## src/rtl/mem_arbiter.sv

```systemverilog
// Byte-serial RAM port shared by instruction fetch and load/store.
// Reads are assembled little-endian and extended; writes go out one byte per cycle.
module mem_arbiter #(
    parameter int ADDR_W = 32
) (
    input  logic              clk,
    input  logic              rst,
    input  logic              if_req,
    input  logic [ADDR_W-1:0] if_addr,
    output logic              if_done,
    output logic [31:0]       if_inst,
    input  logic              mem_req,
    input  logic              mem_we,
    input  logic [1:0]        mem_size,
    input  logic              mem_unsigned,
    input  logic [ADDR_W-1:0] mem_addr,
    input  logic [31:0]       mem_wdata,
    output logic              mem_done,
    output logic [31:0]       mem_rdata,
    output logic [ADDR_W-1:0] ram_addr,
    output logic              ram_we,
    output logic [7:0]        ram_dout,
    input  logic [7:0]        ram_din
);

    typedef enum logic [1:0] {IDLE = 2'd0, RD = 2'd1, WR = 2'd2, DONE = 2'd3} state_t;

    state_t            state_reg, state_next;
    logic [2:0]        cnt_reg, len_reg;
    logic [ADDR_W-1:0] base_reg;
    logic              uns_reg, gnt_mem_reg, last_mem_reg;
    logic [31:0]       wdata_reg, asm_reg, if_inst_reg, mem_rdata_reg;

    logic              grant_if, grant_mem;
    logic [2:0]        mem_len, offset;
    logic [31:0]       asm_full, load_ext;

    // On a tie the requester that did not win last time is served.
    assign grant_mem = mem_req && (!if_req || !last_mem_reg);
    assign grant_if  = if_req && !grant_mem;
    assign mem_len   = (mem_size == 2'd0) ? 3'd1 : (mem_size == 2'd1) ? 3'd2 : 3'd4;

    // ram_din carries the byte addressed one cycle earlier, i.e. byte cnt-1.
    generate
        for (genvar gi = 0; gi < 4; gi++) begin : g_asm
            localparam logic [2:0] BYTE_CNT = 3'(gi + 1);
            assign asm_full[8*gi +: 8] = (state_reg == RD && cnt_reg == BYTE_CNT) ?
                                         ram_din : asm_reg[8*gi +: 8];
        end
    endgenerate

    always_comb begin
        case (len_reg)
            3'd1:    load_ext = {{24{!uns_reg && asm_full[7]}}, asm_full[7:0]};
            3'd2:    load_ext = {{16{!uns_reg && asm_full[15]}}, asm_full[15:0]};
            default: load_ext = asm_full;
        endcase
    end

    // State register
    always_ff @(posedge clk) begin
        if (rst) begin
            state_reg <= IDLE;
        end else begin
            state_reg <= state_next;
        end
    end

    // Next-state logic
    always_comb begin
        state_next = state_reg;
        case (state_reg)
            IDLE: begin
                if (grant_mem) begin
                    state_next = mem_we ? WR : RD;
                end else if (grant_if) begin
                    state_next = RD;
                end
            end
            RD:      if (cnt_reg == len_reg) state_next = DONE;
            WR:      if (cnt_reg == len_reg - 3'd1) state_next = DONE;
            default: state_next = IDLE;
        endcase
    end

    // Latched operands, byte counter and result registers
    always_ff @(posedge clk) begin
        if (rst) begin
            cnt_reg       <= '0;
            len_reg       <= '0;
            base_reg      <= '0;
            uns_reg       <= 1'b0;
            gnt_mem_reg   <= 1'b0;
            last_mem_reg  <= 1'b0;
            wdata_reg     <= '0;
            asm_reg       <= '0;
            if_inst_reg   <= '0;
            mem_rdata_reg <= '0;
        end else begin
            case (state_reg)
                IDLE: begin
                    if (grant_if || grant_mem) begin
                        cnt_reg      <= '0;
                        asm_reg      <= '0;
                        gnt_mem_reg  <= grant_mem;
                        last_mem_reg <= grant_mem;
                        if (grant_mem) begin
                            base_reg  <= mem_addr;
                            len_reg   <= mem_len;
                            uns_reg   <= mem_unsigned;
                            wdata_reg <= mem_wdata;
                        end else begin
                            base_reg  <= if_addr;
                            len_reg   <= 3'd4;
                            uns_reg   <= 1'b0;
                            wdata_reg <= '0;
                        end
                    end
                end
                RD: begin
                    cnt_reg <= cnt_reg + 3'd1;
                    asm_reg <= asm_full;
                    if (cnt_reg == len_reg) begin
                        if (gnt_mem_reg) begin
                            mem_rdata_reg <= load_ext;
                        end else begin
                            if_inst_reg <= asm_full;
                        end
                    end
                end
                WR:      cnt_reg <= cnt_reg + 3'd1;
                default: ;
            endcase
        end
    end

    // The final read cycle keeps presenting the last byte address.
    assign offset = (cnt_reg == len_reg) ? cnt_reg - 3'd1 : cnt_reg;

    // Output logic
    always_comb begin
        ram_addr = '0;
        ram_we   = 1'b0;
        ram_dout = '0;
        if_done  = 1'b0;
        mem_done = 1'b0;
        case (state_reg)
            RD: ram_addr = base_reg + {{(ADDR_W-3){1'b0}}, offset};
            WR: begin
                ram_addr = base_reg + {{(ADDR_W-3){1'b0}}, cnt_reg};
                ram_we   = 1'b1;
                case (cnt_reg[1:0])
                    2'd0:    ram_dout = wdata_reg[7:0];
                    2'd1:    ram_dout = wdata_reg[15:8];
                    2'd2:    ram_dout = wdata_reg[23:16];
                    default: ram_dout = wdata_reg[31:24];
                endcase
            end
            DONE: begin
                if_done  = !gnt_mem_reg;
                mem_done = gnt_mem_reg;
            end
            default: ;
        endcase
    end

    assign if_inst   = if_inst_reg;
    assign mem_rdata = mem_rdata_reg;

endmodule

```

## config.mk

```make
export PLATFORM = sky130hd
export DESIGN_NAME = mem_arbiter
export DESIGN_NICKNAME = d
export VERILOG_FILES = /design/src/rtl/mem_arbiter.sv
export SDC_FILE = /design/constraint.sdc
export NUM_CORES = 1
export LEC_CHECK = 0
export CAP_MARGIN = 20
export CELL_PAD_IN_SITES_DETAIL_PLACEMENT = 1
export CELL_PAD_IN_SITES_GLOBAL_PLACEMENT = 1
export CORE_ASPECT_RATIO = 1.2
export CORE_MARGIN = 2
export CORE_UTILIZATION = 30
export DETAILED_ROUTE_END_ITERATION = 16
export PLACE_DENSITY_LB_ADDON = 0.1
export SLEW_MARGIN = 10
export SYNTH_ARGS = -nofsm -noshare
export SYNTH_HDL_FRONTEND = slang
export SYNTH_SLANG_ARGS = --single-unit
```

## constraint.sdc

```tcl
create_clock -name clk -period 10.5 [get_ports clk]
set_input_delay 2.1 -clock clk [delete_from_list [all_inputs] [get_ports clk]]
set_output_delay 2.1 -clock clk [all_outputs]
set_load 0.05 [all_outputs]
```

# Yosys cells after proc, flatten, opt, wreduce, memory -nomap -nowiden
# Index checks and enable logic that the tools add are counted.
# W data, S select, Z words.
# op_classes
mux	28
bitwise	1
reduce_logical	26
n_eq_ne	18
add_sub_neg	5
# ops
op	count
$pmux W32 S2	3
$mux W32	3
$add A32 B3 Y32	2
$mux W8	5
$pmux W8 S3	1
$mux W3	5
$mux W2	5
$eq A3 B2 Y1 const B	3
$reduce_and A3 Y1	3
$logic_and A1 B1 Y1	8
$eq A2 B1 Y1 const B	3
$eq A2 B2 Y1 const B	3
$eq A3 B1 Y1 const B	2
$eq A3 B3 Y1	2
$logic_not A2 Y1	3
$pmux W2 S3	1
$pmux W3 S2	1
$reduce_and A2 Y1	3
$sub A3 B1 Y3 const B	2
$logic_not A1 Y1	4
$mux W1	4
$ne A2 B2 Y1 const B	2
$reduce_bool A2 Y1	2
$add A3 B1 Y3 const B	1
other kinds (6)	7
# totals
register_bits	170

# Depth between registers and ports, before layout
# depth
word_depth	8
ltp_mapped	12
depth_no_buf	10

# Worst setup path before layout
# OpenSTA, ideal clock, no wires.
# synth_path
path_type	reg-to-output
startpoint	register state_reg[0]
endpoint	output port ram_addr[21]
required_ns	8.400
arrival_time_ns	4.460
n_path_buf	2
setup_slack_ns	3.940
path_stages_with_launch	11
cell_sequence	dfxtp_1 > inv_1 > ha_1 > clkbuf_1 > nor4_1 > a21oi_1 > ha_1 > nand3_1 > a211o_1 > clkbuf_1 > o41ai_1
# synth_via
elab_chain_len	2
word_cells_on_any_way	3
# synth_rtl
element	line_no	rtl
from (decl)	28	state_t state_reg, state_next;
from (signal assigned)	65	state_reg <= state_next;
$eq A2 B2 Y1 / $eq A2 B1 Y1 (equally long branches)	147	case (state_reg)
$pmux W32 S2 *	147	
to (decl)	20	output logic [ADDR_W-1:0] ram_addr,
# Every way passes the cells marked *; elsewhere a longest branch is shown, timed or not.

# Final worst setup path
# layout_path
startpoint	register state_reg[0]
endpoint	output port ram_addr[28]
# Same word-level chain as after synthesis.

==> flow_metrics.env <==
export IMPL_outcome="finished, final reports clean"
export IMPL_cts_path_max_buffers=2
export IMPL_power_density_nw_per_um2=246.4
export IMPL_worstPathMaxFanout=14
export IMPL_synthArstFlopShare=0
export IMPL_gr_total_overflow=0
export IMPL_wl_per_cell_um=18.01
export IMPL_grt_pass1_wl_um=41000
export IMPL_post_cts_buffers=0
export IMPL_finalHoldViolations=0
export IMPL_maxSlewViolCount=0
export IMPL_rsz0062_at_grt="false"
export IMPL_ys_types=55
export IMPL_core_rowCount=65
export IMPL_postSynthNetCount=1043
export IMPL_yosys_top_cells_area="dfxtp_1 42%, nor2_1 8.6%, mux2i_1 8.6%"
export IMPL_finalClockSkew_ps=8.748
export IMPL_avgSynthCellArea_um2=8.841
export IMPL_wl_um=25980
export IMPL_n_antenna_cell=0
export IMPL_die_area_um2=28240
export IMPL_vias_per_cell=5.184
export IMPL_p_leak_nw=3.965
export IMPL_ctsRootBufferMaster="clkbuf_16"
export IMPL_cts_max_level=4
export IMPL_clkLatencyLatePin_ps=440
export IMPL_reg2reg_depth=7
export IMPL_fin_crit_ps=6895
export IMPL_yosysMostFrequentCell="nor2_1"
export IMPL_finalSetupViolations=0
export IMPL_drt_pre_antenna_iters=5
export IMPL_vias=7475
export IMPL_whs_path_depth=2
export IMPL_tns_ps=0
export IMPL_grt_pass1_vias=7341
export IMPL_antenna_found_initial=1
export IMPL_dpl_hpwl_um=18280
export IMPL_gp_congestion=0.7922
export IMPL_hp_class="flop to flop"
export IMPL_synth_flop_cell="dfxtp_1"
export IMPL_path_class="flop to primary output"
export IMPL_cts_inserted_buffers=17
export IMPL_ir_drop_mv=0.1203
export IMPL_slew_headroom=0.3152
export IMPL_start_kind="flop"
export IMPL_first_iter_violations=433
export IMPL_finalNonFillerCells=1442
export IMPL_rrSetupSlack_ps=7200
export IMPL_holdBufCountCts=0
export IMPL_clock_fmax_mhz=145.0
export IMPL_synth_area_um2=8071
export IMPL_die_w_um=153.7
export IMPL_ys_seq_area_frac=0.4216
export IMPL_core_um2=26350
export IMPL_r2r_end="mem_rdata[20]$_SDFFE_PP0P_"
export IMPL_worst_setup_path_end_kind="primary output"
export IMPL_area_delta_synth_final_pct=37.56
export IMPL_yosys_warnings=0
export IMPL_drv_cap=0
export IMPL_ctsResizeCount=0
export IMPL_ios=219
export IMPL_numPlacedInstances=1410
export IMPL_synth_edf_count=0
export IMPL_tightest_slew_ps=1027
export IMPL_cts_tree="yes"
export IMPL_yosysTopAreaCell="dfxtp_1"
export IMPL_ys_top_cells_by_count="185 x nor2_1, 170 x dfxtp_1, 69 x a211oi_1, 69 x mux2i_1, 64 x a22oi_1"
export IMPL_grt_max_degree=97
export IMPL_cts_sinks=170
export IMPL_clkTransAtPathRegs_ps=60
export IMPL_cp_required_ps=8400
export IMPL_r2r_start="cnt_reg[1]$_SDFFE_PP0P_"
export IMPL_ys_seq_elements=170
export IMPL_num_nets_final=1224
export IMPL_min_delay_start="asm_reg[7]$_SDFFE_PP0P_"
export IMPL_min_to="asm_reg[7]$_SDFFE_PP0P_"
export IMPL_die_height_um=183.7
export IMPL_drc=0
export IMPL_fin_crit_sh=0.6567
export IMPL_io_buffer_count=218
export IMPL_grt_usage=0.1830
export IMPL_detail_route_antenna_nets=0
export IMPL_synth_top_area_share=0.4216
export IMPL_worstPathArrival_ps=4800
export IMPL_start_util=0.3063
export IMPL_synth_cells=913
export IMPL_drive_gt1_frac=0.05691
## logic make-up (layout without fill, tap and decap cells)
logic type                 count (synthesis)  in the layout  synth area share
buffers and inverters                     78            272           0.03767
xor gates and xnor gates                  17             17           0.01938
and+or+nand+nor                          322            322            0.1825
adders and majority gates                 18             18           0.02883
muxes                                     82             82            0.1037
AOI/OAI and AO/OA                        226            226            0.2063
DFF                                      170            170            0.4216
## final cells by class
cell class,count,area [µm²]
clock inverters,9,83.83
fillers,3052,15250
flip-flops and latches,170,3403
repair buffers,227,2255
clock buffers,23,498.0
well taps,335,419.2
inverters,13,48.80
multi-input cells,665,4395
## report_power, final
group	internal, mW	switching, mW
clock network	0.358	0.272
registers	0.751	0.0963
logic	0.422	0.837
## worst max path at each step
| stage | from | end | slack (ps) | cells past startpoint |
|---|---|---|---|---|
| after floorplan | state_reg[0]$_SDFFE_PP0P_ | ram_addr[21] | 3940 | 10 |
| after CTS | state_reg[0]$_SDFFE_PP0P_ | ram_addr[28] | 3590 | 11 |
| after global placement | state_reg[0]$_SDFFE_PP0P_ | ram_addr[28] | 4260 | 11 |
| after detailed placement | state_reg[0]$_SDFFE_PP0P_ | ram_addr[28] | 4100 | 11 |
| after global routing | state_reg[0]$_SDFFE_PP0P_ | ram_addr[31] | 3270 | 10 |
| final | state_reg[0]$_SDFFE_PP0P_ | ram_addr[28] | 3600 | 11 |
## placed cells by master (no fill, tap or decap), types with 6 or more instances in the layout
cell             Yosys  final
a222oi_1             8      8
nor2_1             185    185
and2_1              12     12
nand2b_1            22     22
a311oi_1            16     16
nand4_1              9      9
inv_1               12     12
xnor2_1              8      8
buf_4                0      9
xor2_1               8      8
a211oi_1            69     69
dfxtp_1            170    170
mux2i_1             69     69
ha_1                17     17
clkdlybuf4s50_1      0    217
nand3_1             11     11
a22oi_1             64     64
nand2_1             41     41
clkbuf_16            0     17
nor3_1               6      6
o21ai_0             14     14
o31ai_1              7      7
mux2_2              12     12
a21oi_1             21     21
or4_1                8      8
## through the flow
step / setup WS, ps / power (mW) / hold slack [ps] / utilization / instance area, µm²
2_1_floorplan: 3940 / 1.705 / 455.6 / - / 8071
3_3_place_gp: 4261 / 2.119 / 468.8 / 0.3987 / 10510
3_5_place_dp: 4101 / 2.134 / 476.8 / 0.3993 / 10520
4_1_cts: 3593 / 2.776 / 492.8 / 0.4214 / 11100
5_1_grt: 3267 / 2.907 / 524.1 / 0.4214 / 11100
6_report: 3605 / 2.736 / 489.8 / 0.4214 / 11100
## layer usage
metal  vias up  share of wire  track usage
met4         0          0.012      0.05284
li1       3695              -            -
met5         -              0            0
met2       166           0.49       0.3168
met1      3593           0.44       0.2227
met3        21          0.053      0.04950
## critical path, stage by stage, from the launching register on
cell and delay [ps]:
dfxtp_1 420, inv_1 100, ha_1 410, nor4_1 620, xnor2_1 200, ha_1 210, fa_1 240, a21o_1 330
nand3_1 290, or4_1 530, a21oi_1 160, clkdlybuf4s50_1 830
Power figures use the tool's default switching activity.
